## config.mk

```make
export PLATFORM = sky130hd
export DESIGN_NAME = qlearn_step_ctrl_flat
export DESIGN_NICKNAME = d
export VERILOG_FILES = /design/src/rtl/qlearn_pkg.sv /design/src/rtl/qlearn_step_ctrl_if.sv /design/src/rtl/qlearn_td_calc.sv /design/src/rtl/qlearn_step_ctrl.sv /design/src/flat_wrapper.sv
export SDC_FILE = /design/constraint.sdc
export NUM_CORES = 1
export LEC_CHECK = 0
export ABC_AREA = 1
export CAP_MARGIN = 25
export CORE_MARGIN = 3
export CORE_UTILIZATION = 48
export CTS_BUF_LIST = sky130_fd_sc_hd__clkbuf_16
export DETAILED_ROUTE_END_ITERATION = 8
export PLACE_DENSITY = 0.78
export SYNTH_ARGS = -nofsm -noshare
export SYNTH_HDL_FRONTEND = slang
export SYNTH_SLANG_ARGS = --single-unit
```

## constraint.sdc

```tcl
create_clock -name clk -period 3.5 [get_ports clk]
set_input_delay 1.05 -clock clk [delete_from_list [all_inputs] [get_ports clk]]
set_output_delay 1.05 -clock clk [all_outputs]
set_load 0.01 [all_outputs]
```

## src/rtl/qlearn_pkg.sv

```systemverilog
// Shared types and constants for the Q-learning episode sequencer.
package qlearn_pkg;

    localparam int unsigned STATE_W    = 4;
    localparam int unsigned ACT_W      = 2;
    localparam int unsigned NUM_STATES = 15;
    localparam logic [STATE_W-1:0] SEL_NONE = STATE_W'(0);

    typedef enum logic [2:0] {
        ST_IDLE  = 3'd0,
        ST_ACT   = 3'd1,
        ST_RDQ   = 3'd2,
        ST_RDMAX = 3'd3,
        ST_CALC  = 3'd4,
        ST_WR    = 3'd5,
        ST_DONE  = 3'd6
    } ctrl_state_e;

    typedef enum logic [ACT_W-1:0] {
        ACT_UP    = 2'd0,
        ACT_RIGHT = 2'd1,
        ACT_DOWN  = 2'd2,
        ACT_LEFT  = 2'd3
    } action_e;

endpackage

```

## src/rtl/qlearn_step_ctrl_if.sv

```systemverilog
// Policy, environment and Q-bank signals of the episode sequencer; master = sequencer.
interface qlearn_step_ctrl_if
    import qlearn_pkg::*;
#(
    parameter int unsigned Q_W = 16,
    parameter int unsigned R_W = 8
);
    logic                      start;
    logic                      abort;
    logic                      act_req;
    logic                      act_ack;
    logic [ACT_W-1:0]          act_dir;
    logic [STATE_W-1:0]        env_next;
    logic signed [R_W-1:0]     env_reward;
    logic [STATE_W-1:0]        at;
    logic [ACT_W-1:0]          q_act;
    logic signed [Q_W-1:0]     q_rd_data;
    logic signed [Q_W-1:0]     q_max_data;
    logic                      q_we;
    logic signed [Q_W-1:0]     q_wdata;
    logic [STATE_W-1:0]        cur_state;
    logic [7:0]                steps;
    logic                      busy;
    logic                      done;
    logic                      goal_reached;

    modport master (
        input  start, abort, act_ack, act_dir, env_next, env_reward, q_rd_data, q_max_data,
        output act_req, at, q_act, q_we, q_wdata, cur_state, steps, busy, done, goal_reached
    );

    modport slave (
        output start, abort, act_ack, act_dir, env_next, env_reward, q_rd_data, q_max_data,
        input  act_req, at, q_act, q_we, q_wdata, cur_state, steps, busy, done, goal_reached
    );
endinterface

```

## src/rtl/qlearn_td_calc.sv

```systemverilog
// Combinational temporal-difference update; QCTRL_SAT_EN selects saturation instead of wrap.
module qlearn_td_calc
    import qlearn_pkg::*;
#(
    parameter int unsigned Q_W         = 16,
    parameter int unsigned R_W         = 8,
    parameter int unsigned ALPHA_SHIFT = 2,
    parameter int unsigned GAMMA_SHIFT = 1
) (
    input  logic signed [Q_W-1:0] q_old,
    input  logic signed [Q_W-1:0] q_max,
    input  logic signed [R_W-1:0] reward,
    output logic signed [Q_W-1:0] q_new_c
);
    localparam int unsigned TD_W = Q_W + 2;

    logic signed [TD_W-1:0] rew_x;
    logic signed [TD_W-1:0] qmax_x;
    logic signed [TD_W-1:0] qold_x;
    logic signed [TD_W-1:0] td;
    logic signed [TD_W-1:0] upd;

`ifdef QCTRL_SAT_EN
    localparam logic signed [TD_W-1:0] SAT_HI = TD_W'((64'sd1 <<< (Q_W - 1)) - 64'sd1);
    localparam logic signed [TD_W-1:0] SAT_LO = TD_W'(-(64'sd1 <<< (Q_W - 1)));
`else
    logic [TD_W-Q_W-1:0] upd_hi_unused;
`endif

    always_comb begin
        rew_x  = TD_W'(reward);
        qold_x = TD_W'(q_old);
        qmax_x = TD_W'(q_max) >>> GAMMA_SHIFT;
        td     = rew_x + qmax_x - qold_x;
        upd    = qold_x + (td >>> ALPHA_SHIFT);
`ifdef QCTRL_SAT_EN
        if (upd > SAT_HI) begin
            q_new_c = SAT_HI[Q_W-1:0];
        end else if (upd < SAT_LO) begin
            q_new_c = SAT_LO[Q_W-1:0];
        end else begin
            q_new_c = upd[Q_W-1:0];
        end
`else
        {upd_hi_unused, q_new_c} = upd;
`endif
    end

endmodule

```

## src/rtl/qlearn_step_ctrl.sv

```systemverilog
// Q-learning episode sequencer: ACT -> RDQ -> RDMAX -> CALC -> WR per step.
// Optional macro QCTRL_SAT_EN makes the written Q value saturate instead of wrap.
module qlearn_step_ctrl
    import qlearn_pkg::*;
#(
    parameter int unsigned Q_W         = 16,
    parameter int unsigned R_W         = 8,
    parameter int unsigned ALPHA_SHIFT = 2,
    parameter int unsigned GAMMA_SHIFT = 1,
    parameter int unsigned MAX_STEPS   = 64,
    parameter int unsigned START_STATE = 1,
    parameter int unsigned GOAL_STATE  = 15
) (
    input  logic               clk,
    input  logic               rst,
    qlearn_step_ctrl_if.master bus
);
    localparam logic [STATE_W-1:0] START_SEL  = STATE_W'(START_STATE);
    localparam logic [STATE_W-1:0] GOAL_SEL   = STATE_W'(GOAL_STATE);
    localparam logic [8:0]         STEP_LIMIT = 9'(MAX_STEPS);

    ctrl_state_e state_q, state_d;

    logic [STATE_W-1:0]    cur_q, cur_d;
    logic [STATE_W-1:0]    nxt_q, nxt_d;
    logic [STATE_W-1:0]    at_q, at_d;
    logic [ACT_W-1:0]      act_q, act_d;
    logic signed [R_W-1:0] rew_q, rew_d;
    logic signed [Q_W-1:0] q_old_q, q_old_d;
    logic signed [Q_W-1:0] q_wdata_q, q_wdata_d;
    logic signed [Q_W-1:0] q_new_c;
    logic [7:0]            steps_q, steps_d;
    logic                  goal_q, goal_d;
    logic                  act_req_q, act_req_d;
    logic                  q_we_q, q_we_d;
    logic                  busy_q, busy_d;
    logic                  done_q, done_d;

    logic [8:0] steps_inc_c;
    logic       nxt_goal_c;
    logic       last_step_c;

    qlearn_td_calc #(
        .Q_W         (Q_W),
        .R_W         (R_W),
        .ALPHA_SHIFT (ALPHA_SHIFT),
        .GAMMA_SHIFT (GAMMA_SHIFT)
    ) u_td_calc (
        .q_old   (q_old_q),
        .q_max   (bus.q_max_data),
        .reward  (rew_q),
        .q_new_c (q_new_c)
    );

    always_comb begin
        steps_inc_c = {1'b0, steps_q} + 9'd1;
        nxt_goal_c  = (nxt_q == GOAL_SEL);
        last_step_c = nxt_goal_c || (steps_inc_c >= STEP_LIMIT);
    end

    // State register
    always_ff @(posedge clk or posedge rst) begin
        if (rst) begin
            state_q <= ST_IDLE;
        end else begin
            state_q <= state_d;
        end
    end

    // Next-state logic; abort overrides every transition
    always_comb begin
        state_d = state_q;
        case (state_q)
            ST_IDLE:  if (bus.start) state_d = ST_ACT;
            ST_ACT:   if (bus.act_ack) state_d = ST_RDQ;
            ST_RDQ:   state_d = ST_RDMAX;
            ST_RDMAX: state_d = ST_CALC;
            ST_CALC:  state_d = ST_WR;
            ST_WR:    state_d = last_step_c ? ST_DONE : ST_ACT;
            ST_DONE:  state_d = ST_IDLE;
            default:  state_d = ST_IDLE;
        endcase
        if (bus.abort) begin
            state_d = ST_IDLE;
        end
    end

    // Output decode from the upcoming state so every output leaves a flop
    always_comb begin
        at_d      = SEL_NONE;
        act_req_d = 1'b0;
        q_we_d    = 1'b0;
        busy_d    = (state_d != ST_IDLE);
        done_d    = (state_d == ST_DONE);
        case (state_d)
            ST_ACT:   act_req_d = 1'b1;
            ST_RDQ:   at_d = cur_q;
            ST_RDMAX: at_d = nxt_q;
            ST_WR: begin
                at_d   = cur_q;
                q_we_d = 1'b1;
            end
            default: ;
        endcase
    end

    // Episode datapath: action latch, Q capture, step bookkeeping
    always_comb begin
        cur_d     = cur_q;
        nxt_d     = nxt_q;
        act_d     = act_q;
        rew_d     = rew_q;
        q_old_d   = q_old_q;
        q_wdata_d = q_wdata_q;
        steps_d   = steps_q;
        goal_d    = goal_q;
        if (state_q == ST_IDLE && state_d == ST_ACT) begin
            cur_d   = START_SEL;
            steps_d = 8'd0;
            goal_d  = 1'b0;
        end
        if (state_q == ST_ACT && state_d == ST_RDQ) begin
            act_d = bus.act_dir;
            rew_d = bus.env_reward;
            nxt_d = (bus.env_next == SEL_NONE) ? cur_q : bus.env_next;
        end
        if (state_q == ST_RDMAX) begin
            q_old_d = bus.q_rd_data;
        end
        if (state_q == ST_CALC) begin
            q_wdata_d = q_new_c;
        end
        if (state_q == ST_WR) begin
            cur_d   = nxt_q;
            steps_d = (steps_inc_c >= STEP_LIMIT) ? STEP_LIMIT[7:0] : steps_inc_c[7:0];
            goal_d  = goal_q | nxt_goal_c;
        end
    end

    always_ff @(posedge clk or posedge rst) begin
        if (rst) begin
            cur_q     <= SEL_NONE;
            nxt_q     <= SEL_NONE;
            at_q      <= SEL_NONE;
            act_q     <= '0;
            rew_q     <= '0;
            q_old_q   <= '0;
            q_wdata_q <= '0;
            steps_q   <= 8'd0;
            goal_q    <= 1'b0;
            act_req_q <= 1'b0;
            q_we_q    <= 1'b0;
            busy_q    <= 1'b0;
            done_q    <= 1'b0;
        end else begin
            cur_q     <= cur_d;
            nxt_q     <= nxt_d;
            at_q      <= at_d;
            act_q     <= act_d;
            rew_q     <= rew_d;
            q_old_q   <= q_old_d;
            q_wdata_q <= q_wdata_d;
            steps_q   <= steps_d;
            goal_q    <= goal_d;
            act_req_q <= act_req_d;
            q_we_q    <= q_we_d;
            busy_q    <= busy_d;
            done_q    <= done_d;
        end
    end

    assign bus.at           = at_q;
    assign bus.q_act        = act_q;
    assign bus.q_we         = q_we_q;
    assign bus.q_wdata      = q_wdata_q;
    assign bus.act_req      = act_req_q;
    assign bus.cur_state    = cur_q;
    assign bus.steps        = steps_q;
    assign bus.busy         = busy_q;
    assign bus.done         = done_q;
    assign bus.goal_reached = goal_q;

endmodule

```

## src/flat_wrapper.sv

```systemverilog
// flat-port wrapper written by rule: the top's interface ports become plain ports
module qlearn_step_ctrl_flat import qlearn_pkg::*;
#(
    parameter int unsigned Q_W         = 16,
    parameter int unsigned R_W         = 8,
    parameter int unsigned ALPHA_SHIFT = 2,
    parameter int unsigned GAMMA_SHIFT = 1,
    parameter int unsigned MAX_STEPS   = 64,
    parameter int unsigned START_STATE = 1,
    parameter int unsigned GOAL_STATE  = 15
)
  (clk, rst, bus_start, bus_abort, bus_act_ack, bus_act_dir, bus_env_next, bus_env_reward, bus_q_rd_data, bus_q_max_data, bus_act_req, bus_at, bus_q_act, bus_q_we, bus_q_wdata, bus_cur_state, bus_steps, bus_busy, bus_done, bus_goal_reached);
  qlearn_step_ctrl_if #(.Q_W(Q_W), .R_W(R_W)) bus_i ();
  input  logic clk;
  input  logic rst;
  input wire logic [$bits(bus_i.start)-1:0] bus_start;
  input wire logic [$bits(bus_i.abort)-1:0] bus_abort;
  input wire logic [$bits(bus_i.act_ack)-1:0] bus_act_ack;
  input wire logic [$bits(bus_i.act_dir)-1:0] bus_act_dir;
  input wire logic [$bits(bus_i.env_next)-1:0] bus_env_next;
  input wire logic [$bits(bus_i.env_reward)-1:0] bus_env_reward;
  input wire logic [$bits(bus_i.q_rd_data)-1:0] bus_q_rd_data;
  input wire logic [$bits(bus_i.q_max_data)-1:0] bus_q_max_data;
  output wire logic [$bits(bus_i.act_req)-1:0] bus_act_req;
  output wire logic [$bits(bus_i.at)-1:0] bus_at;
  output wire logic [$bits(bus_i.q_act)-1:0] bus_q_act;
  output wire logic [$bits(bus_i.q_we)-1:0] bus_q_we;
  output wire logic [$bits(bus_i.q_wdata)-1:0] bus_q_wdata;
  output wire logic [$bits(bus_i.cur_state)-1:0] bus_cur_state;
  output wire logic [$bits(bus_i.steps)-1:0] bus_steps;
  output wire logic [$bits(bus_i.busy)-1:0] bus_busy;
  output wire logic [$bits(bus_i.done)-1:0] bus_done;
  output wire logic [$bits(bus_i.goal_reached)-1:0] bus_goal_reached;
  assign bus_i.start = bus_start;
  assign bus_i.abort = bus_abort;
  assign bus_i.act_ack = bus_act_ack;
  assign bus_i.act_dir = bus_act_dir;
  assign bus_i.env_next = bus_env_next;
  assign bus_i.env_reward = bus_env_reward;
  assign bus_i.q_rd_data = bus_q_rd_data;
  assign bus_i.q_max_data = bus_q_max_data;
  assign bus_act_req = bus_i.act_req;
  assign bus_at = bus_i.at;
  assign bus_q_act = bus_i.q_act;
  assign bus_q_we = bus_i.q_we;
  assign bus_q_wdata = bus_i.q_wdata;
  assign bus_cur_state = bus_i.cur_state;
  assign bus_steps = bus_i.steps;
  assign bus_busy = bus_i.busy;
  assign bus_done = bus_i.done;
  assign bus_goal_reached = bus_i.goal_reached;
  qlearn_step_ctrl #(.Q_W(Q_W), .R_W(R_W), .ALPHA_SHIFT(ALPHA_SHIFT), .GAMMA_SHIFT(GAMMA_SHIFT), .MAX_STEPS(MAX_STEPS), .START_STATE(START_STATE), .GOAL_STATE(GOAL_STATE)) u_core (.clk(clk), .rst(rst), .bus(bus_i));
endmodule
```

==> flow_metrics.tcl <==
set metrics [dict create \
    cts_tree "yes" \
    grt_pass1_wl_um 24500 \
    setup_slack_ps -618 \
    worst-path-buf-inv 6 \
    ys_seq_elements 70 \
    synth_top_cells_by_area "dfrtp_1 (36%), nand2_1 (9.2%), inv_1 (8.7%)" \
    cts_max_level 3 \
    syn_area_mm2 0.00490 \
    cp_data_arrival_time_ps 4370 \
    drive_gt1_share_pct 37.0 \
    synthesis.instances 603 \
    cap_viol_max_count 0 \
    core_area_mm2 0.00986 \
    maxSlewHeadroom_pct 59.5 \
    clkTransAtPathRegs_ps 60 \
    ys_async_sr_fraction_pct 100 \
    cts_max_path_buffers 2 \
    grt.overflow.total 0 \
    hold_viol 0 \
    num_vias 5401 \
    grt_max_degree 47 \
    postSynthAreaPerCell_um2 8.13 \
    syn2layout_area_growth_pct 55.1 \
    setup_tns_ps -5260 \
    drc 0 \
    synth_area_leader_cell "dfrtp_1" \
    antenna_found_initial 0 \
    critPathCaptureType "register" \
    die-area_mm2 0.0115 \
    detail-route-antenna-nets 0 \
    setup_viol 14 \
    final.period_utilization_pct 118 \
    required_ps 3760 \
    status "complete, but fails checks" \
    fmax_mhz 243 \
    period_needed_ps 4120 \
    synth_top_cells_by_count "nand2_1 (120), inv_1 (113), dfrtp_1 (70)" \
    drt_iter0_markers 396 \
    die_w_um 107 \
    hp-class "register to register" \
    fin_skew_ps 4.70 \
    hold_ws_ps 489 \
    design_area_mm2 0.00760 \
    synthFlopType "dfrtp_1" \
    dpl.cell_count 881 \
    crit_fanout 3 \
    cpMostUsedCell "nand2_2" \
    cts-hold-fix-buffers 0 \
    seq_area_frac_synth_pct 35.7 \
    port-buffer-count 88 \
    wl_per_cell_um 19.1 \
    grt_pass1_vias 5186 \
    startpoint_type "primary input" \
    clock_sinks 70 \
    synth.distinct_cells 38 \
    crit_slowest_cell "fa_1" \
    synth-edff-count 0 \
    finalWirelength_um 17800 \
    violations "setup timing" \
    nNetsFinal 895 \
    dr.pass1.iters 5 \
    grt.total_usage_pct 27.0 \
    vias_per_cell 5.79 \
    root_buffer "clkbuf_16" \
    gp_congestion 0.912 \
    synth_top_area_share_pct 35.7 \
    max_stage_delay_ps 480 \
    final_cells 933 \
    rows 36 \
    critPathKind "primary input to register" \
    synth.most_common_cell "nand2_1" \
    die_y_um 107 \
    start_util_pct 49.7 \
    rsz0062_at_grt "true" \
    dp_hpwl_um 9320 \
    synth-warning-count 0 \
    cp_top_family "simple AND/OR/NAND/NOR gates" \
    mappedNetlistNets 703 \
    clk_latency_ps 340 \
    n_antenna_cell 0 \
    tightest_slew_ps 606 \
    io_pins 90 \
    numCtsBuffers 9 \
    slew_violations 0 \
    placedInstanceArea_mm2 0.00650 \
]
==> through the flow <==
step / setup slack (ps) / util (%)
after floorplan: -507 / -
after global routing: -711 / 77.1
final: -618 / 77.1
after CTS: -236 / 74.7
after detailed placement: -1220 / 65.9
after global placement: -1120 / 65.9
==> path summary, 6_finish.rpt <==
| kind | startpoint | to | slack, ps | cells past startpoint |
|---|---|---|---|---|
| min reg2reg | u_core.bus.q_wdata[10]$_DFFE_PP0P_ | u_core.bus.q_wdata[10]$_DFFE_PP0P_ | 490 | 2 |
| max reg2reg | u_core.rew_q[7]$_DFFE_PP0P_ | u_core.bus.q_wdata[15]$_DFFE_PP0P_ | -360 | 23 |
| max in group asynchronous | rst | u_core.rew_q[5]$_DFFE_PP0P_ | 1730 | 3 |
| min in group asynchronous | rst | u_core.bus.q_wdata[5]$_DFFE_PP0P_ | 1100 | 2 |
| max | bus_q_max_data[2] | u_core.bus.q_wdata[14]$_DFFE_PP0P_ | -620 | 26 |
| min | u_core.bus.q_wdata[10]$_DFFE_PP0P_ | u_core.bus.q_wdata[10]$_DFFE_PP0P_ | 490 | 2 |
==> tightest hold or removal path, stage by stage, from the launching register on <==
cell     delay (ps)
dfrtp_1         340
nand2_1          50
o21ai_1          60
==> state kept, by name, indices dropped and copies added, names as in the netlist <==
signal	count
u_core.state_q	3
u_core.bus.q_wdata	16
u_core.q_old_q	16
u_core.rew_q	8
u_core.bus.steps	8
u_core.bus.cur_state	4
u_core.bus.at	4
u_core.nxt_q	4
u_core.bus.done	1
u_core.bus.act_req	1
u_core.bus.busy	1
u_core.bus.q_act	2
u_core.bus.q_we	1
u_core.bus.goal_reached	1
==> what timing repair did <==
item,CTS,global route
setup buffers,28,9
endpoints found under the setup margin,15,13
resized for setup,130,47
cloned,0,0
pin swaps,107,59
==> layer usage <==
metal | GRT usage (%) | vias to the layer above | share of wire (%)
met5 | 0 | - | 0
met4 | 12.9 | 0 | 7.1
met3 | 4.76 | 129 | 7.4
met2 | 46.1 | 372 | 48
met1 | 33.0 | 2586 | 37
li1 | - | 2314 | -
==> layout by cell type (no fill, tap or decap), drive strengths merged, types with 3 or more instances in the layout <==
cell and instances:
nand2 122, inv 117, buf 110, clkdlybuf4s50 76, dfrtp 70, nand3 53, nor2 40, a21oi 39
ha 33, o21ai 29, xor2 16, fa 16, mux2 15, clkbuf 10, xnor2 9, a31oi 6
nor3 6, nand4 5, clkinv 4, o21bai 4, a21o 3
==> layout make-up <==
class                   instances  area (um^2)
repair buffers                190         1650
well taps                     133          166
multi-input cells             408         3250
clock buffers                   9          225
fillers                       552         2260
clock inverters                 7          106
inverters                     116          447
flip-flops and latches         70         1750
==> kinds of logic (layout without fill, tap and decap cells) <==
family	after synthesis	count (layout)	synth area share [%]
mux	15	15	3.45
flops	70	70	35.7
compound gates	88	88	10.8
buf+inv	125	322	10.0
xor+xnor	25	25	4.47
fa+ha+maj	49	49	15.0
simple gates	231	231	20.6
Power is not shown: default switching activity piles up to over one toggle a cycle in this logic, so the estimate is an artifact.
